### config.mk
export PLATFORM = sky130hd
export DESIGN_NAME = noc_packet_injector_flat
export DESIGN_NICKNAME = d
export VERILOG_FILES = /design/src/rtl/noc_pkt_if.sv /design/src/rtl/noc_packet_injector.sv /design/src/flat_wrapper.sv
export SDC_FILE = /design/constraint.sdc
export NUM_CORES = 1
export LEC_CHECK = 0
export CAP_MARGIN = 20
export CELL_PAD_IN_SITES_DETAIL_PLACEMENT = 2
export CELL_PAD_IN_SITES_GLOBAL_PLACEMENT = 2
export CORE_UTILIZATION = 27
export CTS_CLUSTER_SIZE = 24
export DETAILED_ROUTE_END_ITERATION = 10
export HOLD_SLACK_MARGIN = 0.03
export PLACE_DENSITY_LB_ADDON = 0.08
export RECOVER_POWER = 25
export SYNTH_ARGS = -nofsm -noshare
export SYNTH_HDL_FRONTEND = slang
export SYNTH_SLANG_ARGS = --single-unit
### constraint.sdc
create_clock -name clk -period 7.1 [get_ports clk]
set_input_delay 1.42 -clock clk [delete_from_list [all_inputs] [get_ports clk]]
set_output_delay 1.42 -clock clk [all_outputs]
set_load 0.03 [all_outputs]
### src/rtl/noc_pkt_if.sv
// Bundle of the packet-request, payload-write and flit-output channels of
// the NoC packet injector. Master is the driving environment, slave the injector.
interface noc_pkt_if #(
    parameter int DATA_WIDTH = 32,
    parameter int TYPE_WIDTH = 2
);
    // Every channel uses valid/ready: a transfer happens on a rising clk edge
    // where valid && ready; the sender holds its payload until that edge.
    logic [3:0]                       msg_dest;
    logic                             msg_valid;
    logic                             msg_ready;
    logic [DATA_WIDTH-TYPE_WIDTH-1:0] payload_data;
    logic                             payload_valid;
    logic                             payload_ready;
    logic [DATA_WIDTH-1:0]            data_out;
    logic                             valid_out;
    logic                             ready_out;
    logic                             busy;
    logic                             pkt_done;

    modport master (
        output msg_dest, msg_valid, payload_data, payload_valid, ready_out,
        input  msg_ready, payload_ready, data_out, valid_out, busy, pkt_done
    );

    modport slave (
        input  msg_dest, msg_valid, payload_data, payload_valid, ready_out,
        output msg_ready, payload_ready, data_out, valid_out, busy, pkt_done
    );
endinterface

### src/rtl/noc_packet_injector.sv
// Builds head/body/tail flit packets from a request plus buffered payload words.
// Optional macro NOC_PKT_SEQ_EN adds an 8-bit sequence number to each head flit.
module noc_packet_injector #(
    parameter int DATA_WIDTH    = 32,
    parameter int TYPE_WIDTH    = 2,
    parameter int INDEX         = 0,
    parameter int FlitPerPacket = 6,
    parameter int FIFO_DEPTH    = 16
) (
    input  logic                        clk,
    input  logic                        rst,
    noc_pkt_if.slave                    bus,
    output logic                        o_dbg_state,
    output logic [$clog2(FIFO_DEPTH):0] o_dbg_fifo_count
);
    localparam int PW = DATA_WIDTH - TYPE_WIDTH;
    localparam int AW = $clog2(FIFO_DEPTH);
    localparam int CW = $clog2(FlitPerPacket);
    localparam logic [CW-1:0]         LAST_BODY = CW'(FlitPerPacket - 2);
    localparam logic [TYPE_WIDTH-1:0] T_HEAD    = TYPE_WIDTH'(1);
    localparam logic [TYPE_WIDTH-1:0] T_BODY    = TYPE_WIDTH'(0);
    localparam logic [TYPE_WIDTH-1:0] T_TAIL    = TYPE_WIDTH'(2);
    localparam logic [3:0]            NODE_ID   = 4'(INDEX);

    typedef enum logic {IDLE = 1'b0, PAYLOAD = 1'b1} state_t;

    state_t              r_state;
    state_t              w_state_nx;
    logic [PW-1:0]       r_mem [FIFO_DEPTH];
    logic [AW:0]         r_wr_ptr;
    logic [AW:0]         r_rd_ptr;
    logic [CW-1:0]       r_cnt;
    logic [DATA_WIDTH-1:0] r_data;
    logic                r_valid;
    logic                r_tail_q;
    logic                r_busy;
    logic                r_done;
    logic [7:0]          w_seq;
    logic [AW:0]         w_count;
    logic                w_full;
    logic                w_empty;
    logic                w_push;
    logic                w_out_free;
    logic                w_msg_ready;
    logic                w_msg_fire;
    logic                w_pl_load;
    logic                w_is_tail;
    logic                w_tail_fire;
    logic [DATA_WIDTH-1:0] w_head;

    assign w_count     = r_wr_ptr - r_rd_ptr;
    assign w_full      = (w_count == (AW+1)'(FIFO_DEPTH));
    assign w_empty     = (w_count == '0);
    assign w_push      = bus.payload_valid && bus.payload_ready;
    assign w_out_free  = !r_valid || bus.ready_out;
    assign w_msg_ready = rst && (r_state == IDLE) && w_out_free;
    assign w_msg_fire  = bus.msg_valid && w_msg_ready;
    assign w_pl_load   = (r_state == PAYLOAD) && w_out_free && !w_empty;
    assign w_is_tail   = (r_cnt == LAST_BODY);
    assign w_tail_fire = r_valid && bus.ready_out && r_tail_q;
    assign w_head      = {T_HEAD, bus.msg_dest, NODE_ID,
                          {(DATA_WIDTH-TYPE_WIDTH-16){1'b0}}, w_seq};

    assign bus.msg_ready     = w_msg_ready;
    assign bus.payload_ready = rst && !w_full;
    assign bus.data_out      = r_data;
    assign bus.valid_out     = r_valid;
    assign bus.busy          = r_busy;
    assign bus.pkt_done      = r_done;
    assign o_dbg_state       = (r_state == PAYLOAD);
    assign o_dbg_fifo_count  = w_count;

`ifdef NOC_PKT_SEQ_EN
    logic [7:0] r_seq;

    always_ff @(posedge clk) begin
        if (!rst) begin
            r_seq <= '0;
        end else if (w_msg_fire) begin
            r_seq <= r_seq + 8'd1;
        end
    end

    assign w_seq = r_seq;
`else
    assign w_seq = 8'd0;
`endif

    always_comb begin
        w_state_nx = r_state;
        case (r_state)
            IDLE:    if (w_msg_fire) w_state_nx = PAYLOAD;
            PAYLOAD: if (w_pl_load && w_is_tail) w_state_nx = IDLE;
            default: w_state_nx = IDLE;
        endcase
    end

    // Storage has no reset: pointers alone define which entries are live.
    always_ff @(posedge clk) begin
        if (w_push) begin
            r_mem[r_wr_ptr[AW-1:0]] <= bus.payload_data;
        end
    end

    always_ff @(posedge clk) begin
        if (!rst) begin
            r_state  <= IDLE;
            r_wr_ptr <= '0;
            r_rd_ptr <= '0;
            r_cnt    <= '0;
            r_data   <= '0;
            r_valid  <= 1'b0;
            r_tail_q <= 1'b0;
            r_busy   <= 1'b0;
            r_done   <= 1'b0;
        end else begin
            r_state <= w_state_nx;
            r_done  <= w_tail_fire;
            if (w_push) begin
                r_wr_ptr <= r_wr_ptr + (AW+1)'(1);
            end
            if (w_pl_load) begin
                r_rd_ptr <= r_rd_ptr + (AW+1)'(1);
            end
            if (w_msg_fire) begin
                r_data   <= w_head;
                r_valid  <= 1'b1;
                r_tail_q <= 1'b0;
                r_cnt    <= '0;
            end else if (w_pl_load) begin
                r_data   <= {w_is_tail ? T_TAIL : T_BODY, r_mem[r_rd_ptr[AW-1:0]]};
                r_valid  <= 1'b1;
                r_tail_q <= w_is_tail;
                r_cnt    <= w_is_tail ? '0 : r_cnt + CW'(1);
            end else if (bus.ready_out) begin
                r_valid  <= 1'b0;
                r_tail_q <= 1'b0;
            end
            // A new head accepted alongside the tail transfer keeps busy high.
            if (w_msg_fire) begin
                r_busy <= 1'b1;
            end else if (w_tail_fire) begin
                r_busy <= 1'b0;
            end
        end
    end
endmodule

### src/flat_wrapper.sv
// flat-port wrapper written by rule: the top's interface ports become plain ports
module noc_packet_injector_flat 
#(
    parameter int DATA_WIDTH    = 32,
    parameter int TYPE_WIDTH    = 2,
    parameter int INDEX         = 0,
    parameter int FlitPerPacket = 6,
    parameter int FIFO_DEPTH    = 16
)
  (clk, rst, o_dbg_state, o_dbg_fifo_count, bus_msg_dest, bus_msg_valid, bus_payload_data, bus_payload_valid, bus_ready_out, bus_msg_ready, bus_payload_ready, bus_data_out, bus_valid_out, bus_busy, bus_pkt_done);
  noc_pkt_if #(.DATA_WIDTH(DATA_WIDTH), .TYPE_WIDTH(TYPE_WIDTH)) bus_i ();
  input  logic clk;
  input  logic rst;
  output logic o_dbg_state;
  output logic [$clog2(FIFO_DEPTH):0] o_dbg_fifo_count;
  input wire logic [$bits(bus_i.msg_dest)-1:0] bus_msg_dest;
  input wire logic [$bits(bus_i.msg_valid)-1:0] bus_msg_valid;
  input wire logic [$bits(bus_i.payload_data)-1:0] bus_payload_data;
  input wire logic [$bits(bus_i.payload_valid)-1:0] bus_payload_valid;
  input wire logic [$bits(bus_i.ready_out)-1:0] bus_ready_out;
  output wire logic [$bits(bus_i.msg_ready)-1:0] bus_msg_ready;
  output wire logic [$bits(bus_i.payload_ready)-1:0] bus_payload_ready;
  output wire logic [$bits(bus_i.data_out)-1:0] bus_data_out;
  output wire logic [$bits(bus_i.valid_out)-1:0] bus_valid_out;
  output wire logic [$bits(bus_i.busy)-1:0] bus_busy;
  output wire logic [$bits(bus_i.pkt_done)-1:0] bus_pkt_done;
  assign bus_i.msg_dest = bus_msg_dest;
  assign bus_i.msg_valid = bus_msg_valid;
  assign bus_i.payload_data = bus_payload_data;
  assign bus_i.payload_valid = bus_payload_valid;
  assign bus_i.ready_out = bus_ready_out;
  assign bus_msg_ready = bus_i.msg_ready;
  assign bus_payload_ready = bus_i.payload_ready;
  assign bus_data_out = bus_i.data_out;
  assign bus_valid_out = bus_i.valid_out;
  assign bus_busy = bus_i.busy;
  assign bus_pkt_done = bus_i.pkt_done;
  noc_packet_injector #(.DATA_WIDTH(DATA_WIDTH), .TYPE_WIDTH(TYPE_WIDTH), .INDEX(INDEX), .FlitPerPacket(FlitPerPacket), .FIFO_DEPTH(FIFO_DEPTH)) u_core (.clk(clk), .rst(rst), .bus(bus_i), .o_dbg_state(o_dbg_state), .o_dbg_fifo_count(o_dbg_fifo_count));
endmodule
* Word-level counts from Yosys, hierarchy flattened *
Memories as Yosys holds them, arrays and structs flattened. A register that Yosys moved wholly into a read port is not among the register bits.
Cells that the tools add are included.

storage, ports and cells
  flip-flop bits (word level) = 50
  RAM bits = 480
  input port bits = 39
  memories = 1

cells by class
  add/subtract/negate cells = 4
  equality and inequality tests = 2
  muxes and demuxes = 17
  bitwise gates (word level) = 2
  reductions and logical operators = 20

memory list
  memory        words  width  rd ports  clocked after Yosys merged registers in  wr ports  RTL line                   RTL
  u_core.r_mem  16     30     1         1                                        1         noc_packet_injector.sv:29  logic [PW-1:0] r_mem [FIFO_DEPTH];

operator list
  kind                 number
  $mux 31              2
  $add 5x1->5 const B  2
  $logic_and 1x1->1    10
  $mux 1               10
  $mux 4               2
  $reduce_bool 2->1    3
  $eq 5x5->1 const B   1
  $logic_not 5->1      1
  $sub 5x5->5          1
  $add 3x1->3 const B  1
  $eq 3x3->1 const B   1
  $logic_not 1->1      3
  $mux 3               1
  $reduce_bool 3->1    1
  $mux 2               1
  $not 1->1            2
  $pmux 1 s2           1
  $reduce_or 2->1      1
  $logic_or 1x1->1     1

* Depth between registers and ports, before layout *
  depth in word-level cells = 7
  mapped depth = 10
  mapped depth without buffers = 9

* Worst setup path after synthesis *
Ideal clock, no wire load.

  kind = register -> register
  start point = reg u_core.r_wr_ptr[0]
  end point = mem u_core.r_mem[0][0] (netlist name), enable pin
  data arrival time = 5.550 ns
  data required time = 6.608 ns
  path slack = 1.057 ns
  stages on the path, launching flop included = 10
  path buffers = 1
  path through = dfxtp_1 inv_1 ha_1 fa_1 xnor2_1 nor2_1 mux2i_2 o21ai_2 buf_2 nor4_1

on the way
  word-level cells in the longest chain between the ends = 7

RTL lines
  item                          RTL line                    RTL
  start: declaration            noc_packet_injector.sv:30   logic [AW:0] r_wr_ptr;
  start signal: assignment      noc_packet_injector.sv:120  r_wr_ptr <= r_wr_ptr + (AW+1)'(1);
  $sub 5x5->5                   noc_packet_injector.sv:51   assign w_count = r_wr_ptr - r_rd_ptr;
  via o_dbg_fifo_count[2]       flat_wrapper.sv:15          output logic [$clog2(FIFO_DEPTH):0] o_dbg_fifo_count;
  $eq 5x5->1                    noc_packet_injector.sv:52   assign w_full = (w_count == (AW+1)'(FIFO_DEPTH));
  $logic_not 1->1               noc_packet_injector.sv:65   assign bus.payload_ready = rst && !w_full;
  $logic_and 1x1->1             noc_packet_injector.sv:65
  $logic_and 1x1->1             noc_packet_injector.sv:54   assign w_push = bus.payload_valid && bus.payload_ready;
  $mux 1                        noc_packet_injector.sv:100  if (w_push) begin
  $mux 1 (implied by the code)  noc_packet_injector.sv:101  r_mem[r_wr_ptr[AW-1:0]] <= bus.payload_data;
  end: declaration              noc_packet_injector.sv:29

The timed path passes the listed nets, and every way through them passes these cells.

* Worst setup path after layout *
  start point = in rst
  end point = out bus_msg_ready

on the way
  word-level cells in the longest chain between the ends = 2

RTL lines
  item                            RTL line                   RTL
  start: declaration              flat_wrapper.sv:13         input logic rst;
  $logic_and 1x1->1 (2 in a row)  noc_packet_injector.sv:56  assign w_msg_ready = rst && (r_state == IDLE) && w_out_free;
  end: declaration                flat_wrapper.sv:21         output wire logic [$bits(bus_i.msg_ready)-1:0] bus_msg_ready;

No other way between the ends.

==> metrics.md <==
| Metric | Value |
|---|---|
| Largest net degree at the start of global routing | 52 |
| Via density | between 4 and 5 |
| Layout fillers | ~7400 |
| Status | finished, final reports clean |
| Clk Latency, worst-skew pair | approximately 0.63 ns |
| Final period util | between 70% and 80% |
| Slew headroom | between 30% and 40% |
| Num ports | 82 |
| Gr usage total | around 15% |
| PortBufs | slightly above 80 |
| P_leak | roughly 7.5 nW |
| Syn avg cell area | just over 20 sq um |
| 1st-iter DRT viols | 562 |
| FFs w/ async S/R, synth | 0% |
| VDD IR max | between 0.15 and 0.2 mV |
| YS warnings | 0 |
| Row Count | 101 |
| GR peak layer | met2 |
| Slew @ Worst Pin | approximately 1 ns |
| Min Tclk post-route | between 5 and 6 ns |
| Arrival time worst endpoint | between 3 and 4 ns |
| Clock slew at reported path FFs | about 0.06 ns |
| Post-CTS Resized | 0 |
| Wire per inst | around 26 um |
| Crit start category | input port |
| Slowest-stage cell, CP | clkdlybuf4s50_1 |
| Starting Density | between 20% and 30% |
| Drc violations | 0 |
| Met1 usage | 20.0% |
| Netlist cell types | 50 |
| Core box area | about 0.076 sq mm |
| Cell count after synthesis | 1020 |
| GRT overflow | 0 |
| Max FO, Critical Path | 30 |
| Fin nets | around 1200 |
| CTS root buffer | clkbuf_16 |
| Die area | 0.0776 sq mm |
| ANT nets after route | 0 |
| Element type at the critical path end | output pin |
| CTS tree | yes |
| Cell Count, Final, Fillers Out | between 2000 and 2500 |
| Placed Instances | between 2000 and 2500 |
| Post-Syn Nets | about 1100 |
| Final setup vio count | 0 |
| Register area share after synthesis | approximately 75% |
| Die H | roughly 280 um |
| Clock tree buffer depth | 3 |
| Total power | about 0.0082 W |
| CP peak stage delay | slightly below 0.8 ns |
| Pre-Repair DR Iteration Count | 4 |
| First-pass GRT wire length | ~82000 um |
| Max Transition Viols Final | 0 |
| Setup_tns | 0 ns |
| Vias post-DR | slightly above 10000 |
| Max-cap violations | 0 |
| Clock buffer count from CTS | 61 |
| Worst Hold Class | flop to flop |
| PD cells | about 330 mW/mm^2 |
| RD Place Congestion | around 0.67 |
| Total Wirelength | 55400 um |
| H-tree levels | 2 |
| Die Wd | 278 um |
| Hold buffer count at cts | 0 |
| Worst-path cell chain | clkdlybuf4s50_1 > buf_4 > clkinv_1 > nor3_1 > clkdlybuf4s50_1 |
| Post-CTS setup buffer count | 0 |
| GR Util met3 | 2.27% |
| Area delta synth->final | 19.7% |
| Cell area after synthesis | ~0.021 sq mm |
| EDFF count, synth | 480 |
| Final Hold Fails | 0 |
| Layout Utilization | 32.6% |
| Skew final | ~0.022 ns |
| Number of synthesized register bits | 534 |
| Most used cell, CP | clkdlybuf4s50_1 |
| Clock Sink Count | approximately 530 |
| Hpwl dp | roughly 29000 um |
| WP data required | between 5 and 6 ns |
| Unrepaired setup endpoints after global routing | no |
| Highest clock rate | about 190 MHz |
| Initial antenna violation count | 8 |
| Worst setup path class | input port to output pin |
| Share of layout cells above drive strength 1 | ~22% |
| GRT met2 Usage | around a quarter |
| Vias in the first global route | between 10000 and 15000 |
| Synth Flop Type | edfxtp_1 |
## metrics by stage
step                      cell area (sq um)  setup WS [ns]  hold slack [ns]
after global routing                  24700           1.59            0.498
after CTS                             24700           1.76            0.470
final                                 24700           1.80            0.461
after detailed placement              22800           1.77            0.461
after floorplan                       20600           1.06            0.451
after global placement                22800           1.81            0.454
## worst paths after layout
| kind | to | cells after the start | slack [ns] | from |
|---|---|---|---|---|
| worst max-delay path | bus_msg_ready | 5 | 1.80 | rst |
| worst min register to register | u_core.bus.data_out[31]$_SDFFE_PP0P_ | 2 | 0.46 | u_core.bus.data_out[31]$_SDFFE_PP0P_ |
| worst max register to register | u_core.r_mem[6][25]$_DFFE_PP_ | 10 | 3.06 | u_core.r_wr_ptr[0]$_SDFFE_PN0P_ |
| worst min-delay path | u_core.bus.data_out[31]$_SDFFE_PP0P_ | 2 | 0.46 | u_core.bus.data_out[31]$_SDFFE_PP0P_ |
## flip-flops by register name, summed over array words and instances (netlist names), named ones only
name                  cells
u_core.r_wr_ptr           5
u_core.bus.busy           1
u_core.bus.pkt_done       1
u_core.r_mem            480
u_core.r_tail_q           1
u_core.r_cnt              3
u_core.o_dbg_state        1
u_core.bus.valid_out      1
u_core.bus.data_out      32
u_core.r_rd_ptr           5
## synthesized netlist by cell type, drive strengths merged (2+ instances only)
| cell | number | share of area [%] |
|---|---|---|
| nor3 | 14 | 0.36 |
| clkbuf | 33 | 0.60 |
| nand2b | 9 | 0.27 |
| o21ai | 6 | 0.16 |
| inv | 11 | 0.20 |
| nor2 | 5 | 0.091 |
| a211oi | 32 | 1.2 |
| o211ai | 2 | 0.073 |
| nand3 | 10 | 0.24 |
| nor4 | 5 | 0.18 |
| nand2 | 32 | 0.58 |
| dfxtp | 54 | 5.2 |
| o31ai | 3 | 0.18 |
| edfxtp | 480 | 70 |
| nor2b | 31 | 0.94 |
| a22o | 26 | 1.1 |
| xor2 | 3 | 0.16 |
| a221o | 4 | 0.19 |
| buf | 24 | 0.72 |
| mux4 | 120 | 13 |
| ha | 11 | 0.67 |
| mux2i | 43 | 2.1 |
| nand4 | 3 | 0.091 |
| a21oi | 46 | 1.2 |
## layout make-up
cell class | count | area [sq um] | area share (%)
clock buffers | 85 | 1620 | 6.54
clock inverters | 29 | 293 | 1.19
diodes | 1 | 2.50 | 0.0101
multi-input cells | 417 | 4920 | 19.9
repair buffers | 111 | 1090 | 4.41
flip-flops and latches | 534 | 15500 | 62.8
well taps | 978 | 1220 | 4.95
inverters | 12 | 45.0 | 0.182
## logic make-up (layout without fill, tap and decap cells)
logic type,Yosys count,in the layout,share of synthesized area (%)
AOI/OAI and AO/OA,124,124,4.27
xor gates and xnor gates,4,4,0.206
adders and majority gates,12,12,0.764
buffers and inverters,69,237,1.53
DFF,534,534,75.1
muxes,164,164,15.3
other,0,1,0
and+or+nand+nor,113,113,2.90
## worst max-delay path: cells and delay by family
| family | cells | cell delay, ns |
|---|---|---|
| buffers and inverters | 4 | 1.88 |
| and+or+nand+nor | 1 | 0.57 |
## power by group
group	internal, W	switching, W	total, W
registers	0.00352	0.000115	0.00364
logic	0.000702	0.000817	0.00152
clock network	0.00177	0.00128	0.00305
total	0.00599	0.00221	0.00821
## layout by cell type (no fill, tap or decap), types with 19 or more instances in the layout
cell type / synthesis / final
edfxtp_1: 480 / 480
mux4_2: 120 / 120
clkdlybuf4s50_1: 0 / 62
clkbuf_16: 0 / 61
dfxtp_1: 54 / 50
a21oi_1: 44 / 44
mux2i_1: 42 / 42
nand2_1: 32 / 32
nor2b_1: 31 / 31
a211oi_1: 31 / 31
a22o_1: 26 / 26
buf_4: 7 / 25
clkbuf_1: 33 / 24
dlygate4sd3_1: 0 / 19
## routing by layer
metal / part of all wire, % / vias to the layer above / wire, um
met5: 0.049 / - / 27
met4: 1.9 / 4 / 1070
met3: 3.8 / 80 / 2110
met2: 48 / 188 / 26600
met1: 46 / 5587 / 25600
li1: - / 4453 / -
Note: power is estimated with default switching activity, not from simulation.
